===== src/rtl/fir_tap_sequencer_if.sv =====
// Handshake and tap-stream bundle between the sample/coefficient producer,
// the tap sequencer and the downstream MAC stage.
interface fir_tap_sequencer_if #(
  parameter int DATA_W = 21,
  parameter int COEF_W = 21,
  parameter int AW     = 3
);
  logic [DATA_W-1:0] sample_in;
  logic              sample_valid;
  logic              sample_ready;
  logic              coef_we;
  logic [AW-1:0]     coef_addr;
  logic [COEF_W-1:0] coef_data;
  logic [DATA_W-1:0] tap_sample;
  logic [COEF_W-1:0] tap_coef;
  logic              tap_valid;
  logic              tap_first;
  logic              tap_last;

  modport master (
    output sample_in, sample_valid, coef_we, coef_addr, coef_data,
    input  sample_ready, tap_sample, tap_coef, tap_valid, tap_first, tap_last
  );

  modport slave (
    input  sample_in, sample_valid, coef_we, coef_addr, coef_data,
    output sample_ready, tap_sample, tap_coef, tap_valid, tap_first, tap_last
  );
endinterface


===== src/rtl/fir_tap_sequencer.sv =====
// Streams (x[n-k], h[k]) pairs, k = 0..TAPS-1, one per clock for every
// accepted sample, out of a circular sample history and a coefficient file.
module fir_tap_sequencer #(
  parameter int TAPS   = 8,
  parameter int DATA_W = 21,
  parameter int COEF_W = 21,
  parameter int AW     = 3
) (
  input  logic                clk,
  input  logic                reset,
  fir_tap_sequencer_if.slave  bus
);

  typedef enum logic {IDLE, RUN} state_e;

  state_e                    state_q, state_d;
  logic [AW-1:0]             idx_q, idx_d;
  logic [AW-1:0]             wr_ptr_q;
  logic [AW-1:0]             newest_q;
  logic signed [DATA_W-1:0]  hist_q [TAPS];
  logic signed [COEF_W-1:0]  coef_q [TAPS];

  logic signed [DATA_W-1:0]  tap_sample_q, tap_sample_d;
  logic signed [COEF_W-1:0]  tap_coef_q, tap_coef_d;
  logic                      vld_q, vld_d;
  logic                      first_q, first_d;
  logic                      last_q, last_d;

  logic                      accept;
  logic                      load;
  logic [AW-1:0]             ld_idx;
  logic [AW-1:0]             rd_ptr;

  // The output registers are loaded one cycle ahead of presentation: tap 0 on
  // the handshake edge (bypassing the history write), tap k+1 while k is shown.
  always_comb begin
    state_d      = state_q;
    idx_d        = idx_q;
    accept       = 1'b0;
    load         = 1'b0;
    ld_idx       = '0;
    rd_ptr       = '0;
    tap_sample_d = '0;
    tap_coef_d   = '0;
    vld_d        = 1'b0;
    first_d      = 1'b0;
    last_d       = 1'b0;

    case (state_q)
      IDLE: begin
        if (bus.sample_valid) begin
          accept  = 1'b1;
          load    = 1'b1;
          ld_idx  = '0;
          idx_d   = '0;
          state_d = RUN;
        end
      end
      RUN: begin
        if (idx_q == AW'(TAPS - 1)) begin
          state_d = IDLE;
        end else begin
          load   = 1'b1;
          ld_idx = idx_q + AW'(1);
          idx_d  = ld_idx;
        end
      end
      default: state_d = IDLE;
    endcase

    if (load) begin
      rd_ptr       = newest_q - ld_idx;
      tap_sample_d = accept ? bus.sample_in : hist_q[rd_ptr];
      tap_coef_d   = coef_q[ld_idx];
      vld_d        = 1'b1;
      first_d      = (ld_idx == '0);
      last_d       = (ld_idx == AW'(TAPS - 1));
    end
  end

  always_ff @(posedge clk) begin
    if (reset) begin
      state_q      <= IDLE;
      idx_q        <= '0;
      wr_ptr_q     <= '0;
      newest_q     <= '0;
      tap_sample_q <= '0;
      tap_coef_q   <= '0;
      vld_q        <= 1'b0;
      first_q      <= 1'b0;
      last_q       <= 1'b0;
      for (int i = 0; i < TAPS; i++) begin
        hist_q[i] <= '0;
        coef_q[i] <= '0;
      end
    end else begin
      state_q      <= state_d;
      idx_q        <= idx_d;
      tap_sample_q <= tap_sample_d;
      tap_coef_q   <= tap_coef_d;
      vld_q        <= vld_d;
      first_q      <= first_d;
      last_q       <= last_d;
      if (accept) begin
        hist_q[wr_ptr_q] <= bus.sample_in;
        newest_q         <= wr_ptr_q;
        wr_ptr_q         <= wr_ptr_q + AW'(1);
      end
      // Same-edge reads above see the old coefficient; later taps see the new one.
      if (bus.coef_we) begin
        coef_q[bus.coef_addr] <= bus.coef_data;
      end
    end
  end

  assign bus.sample_ready = (state_q == IDLE);
  assign bus.tap_sample   = tap_sample_q;
  assign bus.tap_coef     = tap_coef_q;
  assign bus.tap_valid    = vld_q;
  assign bus.tap_first    = first_q;
  assign bus.tap_last     = last_q;

endmodule

===== src/flat_wrapper.sv =====
// flat-port wrapper written by rule: the top's interface ports become plain ports
module fir_tap_sequencer_flat 
#(
  parameter int TAPS   = 8,
  parameter int DATA_W = 21,
  parameter int COEF_W = 21,
  parameter int AW     = 3
)
  (clk, reset, bus_sample_in, bus_sample_valid, bus_coef_we, bus_coef_addr, bus_coef_data, bus_sample_ready, bus_tap_sample, bus_tap_coef, bus_tap_valid, bus_tap_first, bus_tap_last);
  fir_tap_sequencer_if #(.DATA_W(DATA_W), .COEF_W(COEF_W), .AW(AW)) bus_i ();
  input  logic clk;
  input  logic reset;
  input wire logic [$bits(bus_i.sample_in)-1:0] bus_sample_in;
  input wire logic [$bits(bus_i.sample_valid)-1:0] bus_sample_valid;
  input wire logic [$bits(bus_i.coef_we)-1:0] bus_coef_we;
  input wire logic [$bits(bus_i.coef_addr)-1:0] bus_coef_addr;
  input wire logic [$bits(bus_i.coef_data)-1:0] bus_coef_data;
  output wire logic [$bits(bus_i.sample_ready)-1:0] bus_sample_ready;
  output wire logic [$bits(bus_i.tap_sample)-1:0] bus_tap_sample;
  output wire logic [$bits(bus_i.tap_coef)-1:0] bus_tap_coef;
  output wire logic [$bits(bus_i.tap_valid)-1:0] bus_tap_valid;
  output wire logic [$bits(bus_i.tap_first)-1:0] bus_tap_first;
  output wire logic [$bits(bus_i.tap_last)-1:0] bus_tap_last;
  assign bus_i.sample_in = bus_sample_in;
  assign bus_i.sample_valid = bus_sample_valid;
  assign bus_i.coef_we = bus_coef_we;
  assign bus_i.coef_addr = bus_coef_addr;
  assign bus_i.coef_data = bus_coef_data;
  assign bus_sample_ready = bus_i.sample_ready;
  assign bus_tap_sample = bus_i.tap_sample;
  assign bus_tap_coef = bus_i.tap_coef;
  assign bus_tap_valid = bus_i.tap_valid;
  assign bus_tap_first = bus_i.tap_first;
  assign bus_tap_last = bus_i.tap_last;
  fir_tap_sequencer #(.TAPS(TAPS), .DATA_W(DATA_W), .COEF_W(COEF_W), .AW(AW)) u_core (.clk(clk), .reset(reset), .bus(bus_i));
endmodule

===== config.mk =====
export PLATFORM = sky130hd
export DESIGN_NAME = fir_tap_sequencer_flat
export DESIGN_NICKNAME = d
export VERILOG_FILES = /design/src/rtl/fir_tap_sequencer_if.sv /design/src/rtl/fir_tap_sequencer.sv /design/src/flat_wrapper.sv
export SDC_FILE = /design/constraint.sdc
export NUM_CORES = 1
export LEC_CHECK = 0
export CAP_MARGIN = 0
export CORE_MARGIN = 1.5
export CORE_UTILIZATION = 60
export CTS_CLUSTER_SIZE = 30
export DETAILED_ROUTE_END_ITERATION = 6
export DONT_BUFFER_PORTS = 1
export HOLD_SLACK_MARGIN = 0.08
export PLACE_DENSITY = 0.8
export SETUP_SLACK_MARGIN = 0.5
export SLEW_MARGIN = 5
export SYNTH_ARGS = -nofsm -noshare
export SYNTH_HDL_FRONTEND = slang
export SYNTH_SLANG_ARGS = --single-unit

===== constraint.sdc =====
create_clock -name clk -period 8.3 [get_ports clk]
set_clock_uncertainty 0.05 [all_clocks]
set_input_delay 0.83 -clock clk [delete_from_list [all_inputs] [get_ports clk]]
set_output_delay 0.83 -clock clk [all_outputs]
set_load 0.05 [all_outputs]

# == Word-level counts from Yosys, hierarchy flattened ==
# Memories as Yosys holds them, arrays and structs flattened. A register that Yosys moved wholly into a read port is not among the register bits.
# Cells that the tools add are included.
# totals
regBits,34
mem_bits_rw,336
output_inout_bits,46
wordCells,49
mem_count,2
# classes
addsub,3
n_eq_ne,4
muxes,25
n_bitwise,2
reduce_logical,5
# memory_table
name,depth,word_bits,rd,rd_ports_with_merged_regs,write_ports,line,source
u_core.coef_q,8,21,1,1,8,fir_tap_sequencer.sv:21,logic signed [COEF_W-1:0] coef_q [TAPS];
u_core.hist_q,8,21,1,0,8,fir_tap_sequencer.sv:20,logic signed [DATA_W-1:0] hist_q [TAPS];
# ops
cell,n
$mux 21,3
$reduce_or 21->1,2
$mux 3,5
$mux 1,14
$pmux 3 s2,2
$add 3x1->3 const B,2
$eq 3x3->1 const B,2
$ne 2x2->1 const B,2
$logic_not 3->1,1
$sub 3x3->3,1
$not 1->1,2
$pmux 1 s2,1
$reduce_and 2->1,1
$reduce_or 2->1,1

# == Logic depth before layout (Yosys ltp) ==
# depth
word_depth,7
mapped_depth,12
ltp_nobuf,10

# == Worst setup path before layout ==
# Ideal clock, no wire load.
# synth_path
kind,register -> register
from,register u_core.bus.tap_valid (netlist name)
to,register u_core.tap_sample_q[10] (netlist: u_core.bus.tap_sample[10])
setup_time_ps,136
t_arrival_ps,3065
t_required_ps,8114
path_slack_ps,5048
stages_incl_launch_ff,11
path_buffers,2
synth_period_minus_slack_ps,3252
path_cell_list,dfxtp_1 > inv_1 > nor3_1 > ha_1 > inv_1 > fa_1 > clkbuf_1 > clkbuf_1 > mux4_2 > nand2_1 > a31oi_1
# synth_rtl
item,line,source
to (signal assigned),fir_tap_sequencer.sv:99,tap_sample_q <= tap_sample_d;
to (decl),fir_tap_sequencer.sv:23,"logic signed [DATA_W-1:0] tap_sample_q, tap_sample_d;"

==> results.md <==
- The flow ran to the end, and the final reports show no timing, DRC or antenna violations.
- After global routing the overflow that remains totals 0.
- The cell with the largest stage delay on the worst path is sky130_fd_sc_hd__fa_2.
- In this run the remaining antenna-violating nets after routing total 0.
- The via density per instance is approximately 6.0.
- In the final timing run, aggregate negative setup slack is 0 ns.
- The pin count of the biggest net entering global routing is 91.
- The cell area power density is 238 nW/um^2.
- The first global-routing pass estimated about 58000 um of wire.
- After filler insertion, the fill cell instance count of the layout stands at just under 2000.
- STA classifies the critical path endpoint as a flop.
- The floorplan step defined a die boundary enclosing between 20000 and 30000 sq um.
- The average cell area after synthesis is 13.5 sq um.
- The type of the worst min-delay path is in -> reg.
- Of the total power, the clock network draws 0.388.
- The top cell types in the final layout, fill and taps aside, are sky130_fd_sc_hd__and2_1 (336), sky130_fd_sc_hd__edfxtp_1 (336), sky130_fd_sc_hd__o21ai_0 (78).
- At the end of routability-driven placement, the weighted congestion stood at 0.785.
- The detailed-route via count is roughly 10000.
- The cell class contributing the biggest share of worst-path delay is adder cells.
- Data on the critical path is required at its endpoint by 8.60 ns.
- The sequential cells in the finished layout cover a total of ~11000 sq um.
- The clock insertion delay at the later pin of the skew report is between 0.5 and 0.6 ns.
- The synthesized design contains about 340 enable-type register cells.
- The detailed-route DRC error count is 0.
- The total setup buffers inserted after CTS is 0.
- The placed wire-length estimate after detailed placement is ~21000 um.
- The share of synthesized flip-flops with an asynchronous set or reset is 0.
- The number of buffers inserted by hold repair at cts is 0.
- At the pin with the least slew margin, the transition time is 1.18 ns.
- In this run the horizontal extent of the chip is between 150 and 200 um.
- The path depth of the worst reg2reg path is 8.
- The final standard cell count with taps included and fillers excluded is around 1700.
- For this block, the initial DRC count from the detailed router was 1051.
- The effective utilization at floorplan is 0.614.
- IR analysis of the VDD net gives a maximum drop of between 0.15 and 0.2 mV.
- Clock-pin slew was measured on the worst setup and hold paths at approximately 0.07 ns.
- The synthesized netlist cell count is ~1300.
- For the worst setup path, the data arrival time is ~4.4 ns.
- The H-tree depth is 2.
- The count of buffers added on input and output ports is 0.
- The number of antenna violations at the first check in global routing is 0.
- The static leakage is between 6 and 7 nW.
- The number of cells in the design after placement is roughly 1600.
- Of the post-synthesis cell area, the dominant cell type holds 0.589.
- In the global route stage, overall resource usage came out at 0.267.
- The via count of the first global-routing pass is between 9000 and 10000.
- The wire length reported by the detailed router is slightly below 40000 um.
- The total standard cell area after synthesis is 17100 sq um.
- The cell sitting at the root of the clock tree is a sky130_fd_sc_hd__clkbuf_16.
- The internal power of the cells totals 0.00338 W.
- The type of origin of the critical path is a flop.
- The final-report hold violation count is 0.
- Counting every net in the synthesized netlist gives approximately 1300.
- After floorplanning, the core was sized to cover 27900 sq um.
- The number of register bits inferred by synthesis is 390.
- Setup repair after global routing left no endpoint under its margin.
- Counting instances, the worst hold path has a depth of 1.
- The count of cell types in the netlist is 37.
- The final core utilization is 0.670.
- The part of the cycle the worst path needs is 0.495.
- The critical path's most frequent cell is sky130_fd_sc_hd__inv_1.
- Counting every sink on the clock net gives between 300 and 400.
- The final number of max-transition violations is 0.
- The worst pin sits at a relative slew slack of 0.216.
- The start-to-end type of the worst setup path is reg -> reg.
- Of the total power, the share spent switching nets is 0.240.
- The row count is 61.
- The total inserted antenna cells is 0.
- The maximum clock frequency is between 200 and 250 MHz.
- The number of top-level pins is 95.
- The post-synthesis sequential area ratio is 0.652.
- The maximum number of buffers from clock root to sink is 3.
- The net switching component of the power is between 0.001 and 0.0015 W.
- The routed wire length per instance is approximately 23 um.
- The maximum fanout along the worst path is 42.
- TritonCTS created 39 clock buffers.
- The share of total power dissipated in combinational logic is 0.084.
- The part of the total power dissipated in sequential elements is 0.528.
- The area growth from synthesis to layout is 9.12%.
- The most used flip-flop cell after synthesis is sky130_fd_sc_hd__edfxtp_1.
- The maximum cell stage delay along the critical path is ~1.3 ns.
- The max-capacitance violation count is 0.
- For this run, the post-layout net count is 1297.
- TritonCTS built the clock tree.
- Together, buffers and inverters on the worst path number 2.
- The height of the die is between 150 and 200 um.
- The critical path crosses 8 cells after its start point.
- The worst path in the final design needs a cycle of ~4 ns, including I/O delays and setup.
- The number of gates given a new drive strength after cts is 0.
- By area the synthesized netlist is led by sky130_fd_sc_hd__edfxtp_1 (59%), sky130_fd_sc_hd__and2_1 (12%), sky130_fd_sc_hd__dfxtp_1 (6.3%).
- The Yosys step of the flow raised 0 warnings.
- The first detailed-routing pass ran for 7 iterations.
- The cell taking the most area after synthesis is sky130_fd_sc_hd__edfxtp_1.
- Summing all multi-input logic gate instances after layout gives between 5000 and 6000 sq um.
- Walking the worst path, the cells encountered are inv_1 > nor3_1 > ha_2 > inv_1 > fa_2 > mux4_2 > nand2_1 > a31oi_1.
- Of the cells placed in the final design, the portion with a size suffix greater than 1 is 0.153.
- Setup violations remaining at the end of the flow were counted as 0.
flip-flops by register name, summed over array words and instances (netlist names):
signal and flops:
u_core.bus.tap_coef 21, u_core.bus.tap_first 1, u_core.bus.tap_last 1, u_core.bus.tap_sample 21, u_core.bus.tap_valid 1, u_core.coef_q 168, u_core.hist_q 168, u_core.idx_q 3
u_core.newest_q 3, u_core.wr_ptr_q 3
synthesized netlist by cell type (2+ instances only):
cell / instances
sky130_fd_sc_hd__a31oi_1: 21
sky130_fd_sc_hd__o21ai_1: 23
sky130_fd_sc_hd__dfxtp_1: 54
sky130_fd_sc_hd__nand2b_1: 5
sky130_fd_sc_hd__mux2_2: 42
sky130_fd_sc_hd__clkbuf_2: 2
sky130_fd_sc_hd__buf_4: 5
sky130_fd_sc_hd__xnor2_1: 2
sky130_fd_sc_hd__clkbuf_1: 56
sky130_fd_sc_hd__nand3b_1: 41
sky130_fd_sc_hd__a21oi_1: 29
sky130_fd_sc_hd__ha_1: 4
sky130_fd_sc_hd__buf_2: 21
sky130_fd_sc_hd__nor2b_1: 4
sky130_fd_sc_hd__buf_1: 5
sky130_fd_sc_hd__o21ai_0: 78
sky130_fd_sc_hd__nor2_1: 25
sky130_fd_sc_hd__o22ai_1: 21
sky130_fd_sc_hd__and2_1: 336
sky130_fd_sc_hd__nor3_1: 4
sky130_fd_sc_hd__inv_1: 5
sky130_fd_sc_hd__nor3_2: 2
sky130_fd_sc_hd__o21a_1: 20
sky130_fd_sc_hd__or2_2: 16
sky130_fd_sc_hd__nand2_1: 57
sky130_fd_sc_hd__xor2_1: 3
sky130_fd_sc_hd__mux4_2: 42
sky130_fd_sc_hd__edfxtp_1: 336
cells by family (layout without fill, tap and decap cells):
kind of cell               after synthesis  after routing  synth area share
DFF                                    390            390             0.652
AOI/OAI and AO/OA                      195            195            0.0638
muxes                                   84             84            0.0828
xor gates and xnor gates                 5              5           0.00256
and+or+nand+nor                        494            494             0.172
buffers and inverters                   95             99            0.0236
adders and majority gates                5              5           0.00409
worst reg2reg max path: cells and delay by family (launching register included):
kind | cells | cell delay [ns]
AOI/OAI and AO/OA | 1 | 0.10
adders and majority gates | 2 | 1.53
buffers and inverters | 2 | 0.56
DFF | 1 | 0.78
muxes | 1 | 0.49
and+or+nand+nor | 2 | 0.41
power groups by stage:
stage	Sequential [W]	Clock, W	Combinational (W)
after floorplan	0.00237	0	0.000290
after global placement	0.00239	0	0.000364
after detailed placement	0.00239	0	0.000371
after CTS	0.00235	0.00173	0.000374
after global routing	0.00236	0.00180	0.000404
final	0.00235	0.00172	0.000374
path summary, 6_finish.rpt:
path / start / to / slack [ns]
worst min-delay path: reset / u_core.newest_q[2]$_SDFFE_PP0P_ / 0.31
worst max register to register: u_core.bus.tap_valid$_SDFF_PP0_ / u_core.bus.tap_sample[4]$_SDFF_PP0_ / 4.19
worst min register to register: u_core.newest_q[0]$_SDFFE_PP0P_ / u_core.newest_q[0]$_SDFFE_PP0P_ / 0.40
worst max-delay path: u_core.bus.tap_valid$_SDFF_PP0_ / u_core.bus.tap_sample[4]$_SDFF_PP0_ / 4.19
layout make-up:
class,instances,area share
Multi-Input combinational cell,783,0.301
Tap cell,378,0.0253
Clock inverter,23,0.0112
Timing Repair Buffer,23,0.00923
Sequential cell,390,0.597
Inverter,6,0.00120
Clock buffer,47,0.0554
routing by layer:
| metal | routed length, um | GRT usage |
|---|---|---|
| met3 | 3270 | 0.0533 |
| met2 | 18800 | 0.436 |
| met4 | 794 | 0.0836 |
| met1 | 15600 | 0.363 |
| met5 | 0 | 0 |
stage by stage:
stage	hold WS, ns	setup slack [ns]	total power, W	cell area [sq um]
6_report	0.310	4.19	0.00445	18700
5_1_grt	0.296	4.07	0.00456	18700
4_1_cts	0.291	4.21	0.00445	18700
3_5_place_dp	0.391	4.24	0.00276	17500
3_3_place_gp	0.396	4.36	0.00275	17500
2_1_floorplan	0.386	5.05	0.00266	17100
(Power assumes the default switching activity.)
